File: config.mk
export PLATFORM = sky130hd
export DESIGN_NAME = eco32_core_lsu_dcu_pwb
export DESIGN_NICKNAME = d
export VERILOG_FILES = /design/src/rtl/eco32_core_lsu_dcu_pwb.sv
export SDC_FILE = /design/constraint.sdc
export NUM_CORES = 1
export LEC_CHECK = 0
export BUFFER_PORTS_ARGS = -buffer_cell sky130_fd_sc_hd__buf_2
export CORE_MARGIN = 8
export CORE_UTILIZATION = 30
export CTS_BUF_LIST = sky130_fd_sc_hd__clkbuf_2 sky130_fd_sc_hd__clkbuf_4 sky130_fd_sc_hd__clkbuf_8
export DETAILED_ROUTE_END_ITERATION = 7
export GPL_ROUTABILITY_DRIVEN = 0
export PLACE_DENSITY = 0.5
export SKIP_LAST_GASP = 1
export SYNTH_ARGS = -nofsm -noshare
export SYNTH_HDL_FRONTEND = slang
export SYNTH_SLANG_ARGS = --single-unit
File: constraint.sdc
create_clock -name clk -period 4.1 [get_ports clk]
set_input_delay 0.41 -clock clk [delete_from_list [all_inputs] [get_ports clk]]
set_output_delay 0.41 -clock clk [all_outputs]
set_load 0.01 [all_outputs]
File: src/rtl/eco32_core_lsu_dcu_pwb.sv
// rtl/eco32_core_lsu_dcu_pwb.sv - page-write-buffer flush sequencer for the LSU data cache
//
// Walks every {way,page} of one thread, reads the page-written flag, and for
// each flagged page issues a writeback request followed by a flag clear.
//
// Ports:
//   clk, rst               clock, synchronous active-high reset
//   f_req, f_tid           flush request and thread id (taken only while f_rdy)
//   f_rdy, f_done          idle indicator, one-cycle scan-complete pulse
//   r_tid, r_wid, r_page   flag read address; r_pwf returns its flag one cycle later
//   wb_stb, wb_tid, wb_wid, wb_page, wb_ack   writeback request handshake
//   w_clr, w_wen, w_tid, w_wid, w_page        flag-clear command to the tracker
module eco32_core_lsu_dcu_pwb #(
    parameter int PAGE_ADDR_WIDTH = 5
) (
    input  logic                       clk,
    input  logic                       rst,
    input  logic                       f_req,
    input  logic                       f_tid,
    output logic                       f_rdy,
    output logic                       f_done,
    output logic                       r_tid,
    output logic                       r_wid,
    output logic [PAGE_ADDR_WIDTH-1:0] r_page,
    input  logic                       r_pwf,
    output logic                       wb_stb,
    output logic                       wb_tid,
    output logic                       wb_wid,
    output logic [PAGE_ADDR_WIDTH-1:0] wb_page,
    input  logic                       wb_ack,
    output logic                       w_clr,
    output logic                       w_wen,
    output logic                       w_tid,
    output logic                       w_wid,
    output logic [PAGE_ADDR_WIDTH-1:0] w_page
);

    localparam int IW = PAGE_ADDR_WIDTH + 1;
    localparam logic [IW-1:0] IDX_LAST = '1;

    typedef enum logic [2:0] {
        S_IDLE,
        S_READ,
        S_CHECK,
        S_REQ,
        S_CLR,
        S_DONE
    } state_t;

    state_t        state_q, state_d;
    logic          tid_q, tid_d;
    logic [IW-1:0] idx_q, idx_d;
    logic          f_rdy_q, f_rdy_d;
    logic          f_done_q, f_done_d;
    logic          r_tid_q, r_tid_d;
    logic [IW-1:0] r_idx_q, r_idx_d;
    logic          wb_stb_q, wb_stb_d;
    logic          wb_tid_q, wb_tid_d;
    logic [IW-1:0] wb_idx_q, wb_idx_d;
    logic          w_clr_q, w_clr_d;
    logic          w_wen_q, w_wen_d;
    logic          w_tid_q, w_tid_d;
    logic [IW-1:0] w_idx_q, w_idx_d;

    always_comb begin
        state_d  = state_q;
        tid_d    = tid_q;
        idx_d    = idx_q;
        r_tid_d  = r_tid_q;
        r_idx_d  = r_idx_q;
        wb_tid_d = wb_tid_q;
        wb_idx_d = wb_idx_q;
        w_tid_d  = w_tid_q;
        w_idx_d  = w_idx_q;

        case (state_q)
            S_IDLE: begin
                if (f_req) begin
                    tid_d   = f_tid;
                    idx_d   = '0;
                    state_d = S_READ;
                end
            end
            S_READ: begin
                state_d = S_CHECK;
            end
            S_CHECK: begin
                // r_pwf belongs to the address driven during the preceding READ
                if (r_pwf) begin
                    state_d = S_REQ;
                end else if (idx_q == IDX_LAST) begin
                    state_d = S_DONE;
                end else begin
                    idx_d   = idx_q + 1'b1;
                    state_d = S_READ;
                end
            end
            S_REQ: begin
                if (wb_ack) begin
                    state_d = S_CLR;
                end
            end
            S_CLR: begin
                // the last index terminates the scan rather than wrapping to 0
                if (idx_q == IDX_LAST) begin
                    state_d = S_DONE;
                end else begin
                    idx_d   = idx_q + 1'b1;
                    state_d = S_READ;
                end
            end
            S_DONE: begin
                state_d = S_IDLE;
            end
            default: begin
                state_d = S_IDLE;
            end
        endcase

        // Outputs are decoded from the next state so each register shows
        // the value belonging to the state it is in.
        f_rdy_d  = (state_d == S_IDLE);
        f_done_d = (state_d == S_DONE);
        wb_stb_d = (state_d == S_REQ);
        w_clr_d  = (state_d == S_CLR);
        w_wen_d  = (state_d == S_CLR);

        if (state_d == S_READ) begin
            r_tid_d = tid_d;
            r_idx_d = idx_d;
        end
        if (state_q == S_CHECK && state_d == S_REQ) begin
            wb_tid_d = tid_q;
            wb_idx_d = idx_q;
        end
        if (state_q == S_REQ && state_d == S_CLR) begin
            w_tid_d = wb_tid_q;
            w_idx_d = wb_idx_q;
        end
    end

    always_ff @(posedge clk) begin
        if (rst) begin
            state_q  <= S_IDLE;
            tid_q    <= 1'b0;
            idx_q    <= '0;
            f_rdy_q  <= 1'b1;
            f_done_q <= 1'b0;
            r_tid_q  <= 1'b0;
            r_idx_q  <= '0;
            wb_stb_q <= 1'b0;
            wb_tid_q <= 1'b0;
            wb_idx_q <= '0;
            w_clr_q  <= 1'b0;
            w_wen_q  <= 1'b0;
            w_tid_q  <= 1'b0;
            w_idx_q  <= '0;
        end else begin
            state_q  <= state_d;
            tid_q    <= tid_d;
            idx_q    <= idx_d;
            f_rdy_q  <= f_rdy_d;
            f_done_q <= f_done_d;
            r_tid_q  <= r_tid_d;
            r_idx_q  <= r_idx_d;
            wb_stb_q <= wb_stb_d;
            wb_tid_q <= wb_tid_d;
            wb_idx_q <= wb_idx_d;
            w_clr_q  <= w_clr_d;
            w_wen_q  <= w_wen_d;
            w_tid_q  <= w_tid_d;
            w_idx_q  <= w_idx_d;
        end
    end

    assign f_rdy   = f_rdy_q;
    assign f_done  = f_done_q;
    assign r_tid   = r_tid_q;
    assign r_wid   = r_idx_q[IW-1];
    assign r_page  = r_idx_q[PAGE_ADDR_WIDTH-1:0];
    assign wb_stb  = wb_stb_q;
    assign wb_tid  = wb_tid_q;
    assign wb_wid  = wb_idx_q[IW-1];
    assign wb_page = wb_idx_q[PAGE_ADDR_WIDTH-1:0];
    assign w_clr   = w_clr_q;
    assign w_wen   = w_wen_q;
    assign w_tid   = w_tid_q;
    assign w_wid   = w_idx_q[IW-1];
    assign w_page  = w_idx_q[PAGE_ADDR_WIDTH-1:0];

endmodule

Word level (Yosys, flattened, before mapping)
Cells that the tools add are included.
{"block": "classes", "n_eq_ne": 9, "mux": 11, "reduce_logical": 4, "n_addsub": 1}
{"op": "$mux W6", "count": 3}
{"op": "$pmux W6 S3", "count": 1}
{"op": "$pmux W3 S5", "count": 1}
{"op": "$mux W3", "count": 4}
{"op": "$eq A3 B2 Y1 const B", "count": 3}
{"op": "$eq A3 B3 Y1 const B", "count": 3}
{"op": "$add A6 B1 Y6 const B", "count": 1}
{"op": "$eq A3 B1 Y1 const B", "count": 2}
{"op": "$eq A6 B6 Y1 const B", "count": 1}
{"op": "$logic_not A3 Y1", "count": 2}
{"op": "$logic_and A1 B1 Y1", "count": 2}
{"op": "$mux W1", "count": 2}
{"block": "word_totals", "elab_cells": 38, "out_inout_bits": 26, "regBits": 35, "inputBits": 6}

Logic depth before layout (Yosys ltp)
{"block": "depth", "ltp_word": 6, "depth_mapped": 6, "ltp_nobuf": 5}

Worst setup path before layout
Ideal clock, no wire load.
{"block": "synth_path", "path_type": "reg-to-reg", "from": "register idx_q[0]", "to": "register w_wen_q, in the netlist w_wen", "path_slack_ns": 2.444, "arrival_ns": 1.596, "synth_period_minus_slack_ns": 1.656, "n_path_buf": 0, "required_time_ns": 4.041, "setup_ns": 0.059, "stages_incl_launch_ff": 6, "cell_sequence": "dfxtp_1 -> ha_1 -> nand3_1 -> a2111oi_4 -> o21a_2 -> and3_1"}
{"block": "synth_between", "elab_chain_cells": 5}
{"item": "start, declared", "line_no": "52", "source": "logic [IW-1:0] idx_q, idx_d;"}
{"item": "start signal, assigned", "line_no": "161", "source": "idx_q <= idx_d;"}
{"item": "$eq A6 B6 Y1 (*)", "line_no": "91, 105"}
{"item": "$mux W3 (*)", "line_no": "91, 105"}
{"item": "$mux W3", "line_no": "89", "source": "if (r_pwf) begin"}
{"item": "$pmux W3 S5 (*)", "line_no": "76", "source": "case (state_q)"}
{"item": "$eq A3 B3 Y1 (*)", "line_no": "126", "source": "w_wen_d = (state_d == S_CLR);"}
{"item": "end signal, assigned", "line_no": "170", "source": "w_wen_q <= w_wen_d;"}
{"item": "end, declared", "line_no": "61", "source": "logic w_wen_q, w_wen_d;"}
Mark *: on every way between the ends. The rest lies on a longest branch, timed or not.
A chain may end at the register's enable or synchronous reset.

Final worst setup path
{"block": "layout_path", "from": "register state_q[1]", "to": "register r_idx_q[4]"}
{"block": "layout_between", "elab_chain_cells": 3, "elab_cells_between_ends": 10, "classes_between": "eq/ne (5); mux (4); reduce/logical (1)"}
{"item": "start, declared", "line_no": "50", "source": "state_t state_q, state_d;"}
{"item": "start signal, assigned", "line_no": "159", "source": "state_q <= state_d;"}
{"item": "$eq A3 B3 Y1 (tied with other cells)", "line_no": "76"}
{"item": "$pmux W3 S5", "line_no": "76"}
{"item": "$eq A3 B1 Y1", "line_no": "128", "source": "if (state_d == S_READ) begin"}
{"item": "end signal, assigned", "line_no": "165", "source": "r_idx_q <= r_idx_d;"}
{"item": "end, declared", "line_no": "56", "source": "logic [IW-1:0] r_idx_q, r_idx_d;"}
Parallel ways exist; a longest one is shown, timed or not.

==> impl_results.md <==
* Status: finished clean
* Die ar. at 8020 sq um
* Detailed placer's ending HPWL at approximately 2.6 mm
* Max Root-Sink Buffers at 2
* Number of global-route vias before repair at 1,210
* Overflow after GRT at 0
* H-tree depth at 2
* Fin cells at 264
* Number of hold violations in the final report at 0
* Post-synthesis register bit count at 35
* Worst Skew at 4.65 ps
* Crit-path slowest cell: or3b_1
* Final WS setup at 1910 ps
* Synth top area cells: dfxtp_1 43%, a21oi_1 6.5%, a2111oi_4 5.1%
* Ys Warns at 0
* Slew Limit Fails at 0
* First-pass GRT wire length at 5.93 mm
* HP Class: flip-flop to flip-flop
* Setup crit end kind: flip-flop
* Core Region at slightly above 5000 sq um
* Root Buffer: clkbuf_8
* Cell area after synthesis at 1620 sq um
* Die height at 89.6 um
* Layout net count at 200
* Number of I/O pins at 32
* Power density cells at 354 nW/um^2
* Pre-CTS setup slack at 1930 ps
* CP Max Fanout at 13
* Post-CTS Resized at 0
* CP required at 4250 ps
* Area leader, netlist: dfxtp_1
* Total CTS buffers at 5
* Initial antenna violation count at 0
* CP bufs+invs at 0
* Crit path DAT at 2330 ps
* Vias/cell at 4.75
* # clock sinks at 35
* RSZ-0062 raised after global routing: no
* Largest net degree at the start of global routing at 35
* Max Cap Viol at 0
* Initial Util at 31.4%
* Synthesis-to-layout area growth at 15.6%
* Worst slew pin tran at 730 ps
* Rel. slew slack at 51.3%
* Avg Cell Area, Syn at 9.61 sq um
* Crit Path Class: flip-flop to flip-flop
* Die Wd at around 90 um
* Mapped Cells at 169
* Yosys top cell area share at a little over two fifths
* Antenna Nets Post-Route at 0
* FMAX at 457 MHz
* Routed len/inst at about 14 um
* Worst path max stage delay at 660 ps
* Sequential share of the synthesized area at 43.1%
* Setup crit start kind: flip-flop
* Net Count, Synth at 176
* Final hold slack at 450 ps
* Drt total wl at about 3.6 mm
* Fin crit share at between 50% and 60%
* Cell Rows at 26
* Final Critical Period at 2190 ps
* Peak supply drop at between 0.09 and 0.1 mV
* Layout cells sized above 1 at 27.3%
* DRT iter0 DRCs at 112
* Ant. Diodes at 0
* CTS clk-pin slew, worst paths at 70 ps
* Leakage at 0.708 nW
* Gr usage total at 9.66%
* Worst path cell trace: or3b_1 -> a21o_1 -> a221oi_2 -> a211oi_2
* Port Buffers at 31
* Via count at around 1,300
* Final setup fails at 0
* # DRC at 0
* 1st-pass router iterations at 5
* Synth unique cells at 47
* Post-CTS Setup Inserts at 0
* Total Negative Setup Slacks at 0 ps
* CTS tree: yes
* Layout fillers at approximately 540
* Hold Buf Count CTS at 0
* Cell total after placement at 256
* Largest delay share family, worst path: compound AO/OA/AOI/OAI gates
* Clock Latency Late Sink at about 280 ps
* Final core utilization at about 36%
## worst paths after layout
kind                      startpoint                 endpoint  slack [ps]  depth (start not counted)
min          w_idx_q[5]$_SDFFE_PP0P_  w_idx_q[5]$_SDFFE_PP0P_         450                          2
max reg2reg    state_q[1]$_SDFF_PP0_  r_idx_q[4]$_SDFFE_PP0N_        1910                          4
min reg2reg  w_idx_q[5]$_SDFFE_PP0P_  w_idx_q[5]$_SDFFE_PP0P_         450                          2
max            state_q[1]$_SDFF_PP0_  r_idx_q[4]$_SDFFE_PP0N_        1910                          4
## cell usage after synthesis, drive strengths merged
library cell / count
o21bai: 1
o22ai: 1
a2111oi: 3
o211ai: 3
xor2: 1
mux2i: 8
nor3: 5
clkbuf: 5
o21ai: 7
dfxtp: 35
o21a: 1
and2: 1
nand2b: 3
buf: 9
and4bb: 1
a211oi: 4
nor3b: 1
or2: 1
a2bb2oi: 1
a221oi: 1
a21oi: 23
nor2: 13
o41ai: 1
a311o: 2
a21o: 1
nand3: 3
nand3b: 1
nand4: 1
nor2b: 4
nand2: 16
a211o: 1
inv: 2
and3: 3
o31ai: 2
a221o: 1
ha: 1
a41oi: 1
or3b: 1
## sequential cells by signal (all words and copies together), names as in the netlist, 3 cells and up
register,count
idx_q,6
state_q,3
wb_idx_q,6
w_idx_q,6
r_idx_q,6
## worst min-delay path: stages, from the launching register on
cell and delay (ps):
dfxtp_1 310, nand2_1 50, a21oi_1 50
## metal layers
metal  up-vias  global-route usage (%)  wire [um]
met5         -                       0          0
met4         0                    5.44         76
met3         6                    2.64        230
met2        27                    14.4       1510
met1       564                    12.3       1820
li1        656                       -          -
## layout make-up
type | count | area, sq um | share of cell area [%]
repair buffers | 31 | 155 | 8.27
well taps | 70 | 87.6 | 4.67
clock inverters | 1 | 5.00 | 0.267
clock buffers | 7 | 83.8 | 4.47
inverters | 2 | 7.51 | 0.400
multi-input cells | 118 | 837 | 44.6
flip-flops and latches | 35 | 701 | 37.3
## power breakdown
part | internal, W | switching (W)
Combinational | 0.0000210 | 0.0000376
Sequential | 0.000347 | 0.00000958
Clock | 0.000132 | 0.000116
Total | 0.000500 | 0.000163
## cells in the final DEF (no fill, tap or decap), types with 2 or more instances in the layout
master / count
buf_2: 31
a2111oi_4: 3
o211ai_1: 3
o21ai_1: 6
a311o_1: 2
nor2b_1: 4
nand2b_1: 3
nor3_1: 5
mux2i_1: 8
dfxtp_1: 35
clkbuf_8: 5
a21oi_1: 21
clkbuf_4: 2
a211oi_2: 2
inv_1: 2
nand2_1: 16
nor2_1: 12
nand3_1: 3
and3_1: 3
## kinds of logic after synthesis
group / after synthesis / share of synthesized area [%]
compound gates: 54 / 28.7
xor+xnor: 1 / 0.539
fa+ha+maj: 1 / 0.770
buf+inv: 16 / 5.32
flops: 35 / 43.1
mux: 8 / 4.93
simple gates: 54 / 16.6
## metrics by stage
| stage | instance area (sq um) | total power [W] |
|---|---|---|
| 2_1_floorplan | 1620 | 0.000410 |
| 3_3_place_gp | 1790 | 0.000424 |
| 3_5_place_dp | 1790 | 0.000423 |
| 4_1_cts | 1880 | 0.000677 |
| 5_1_grt | 1880 | 0.000696 |
| 6_report | 1880 | 0.000664 |
Note: power is estimated with default switching activity, not from simulation.
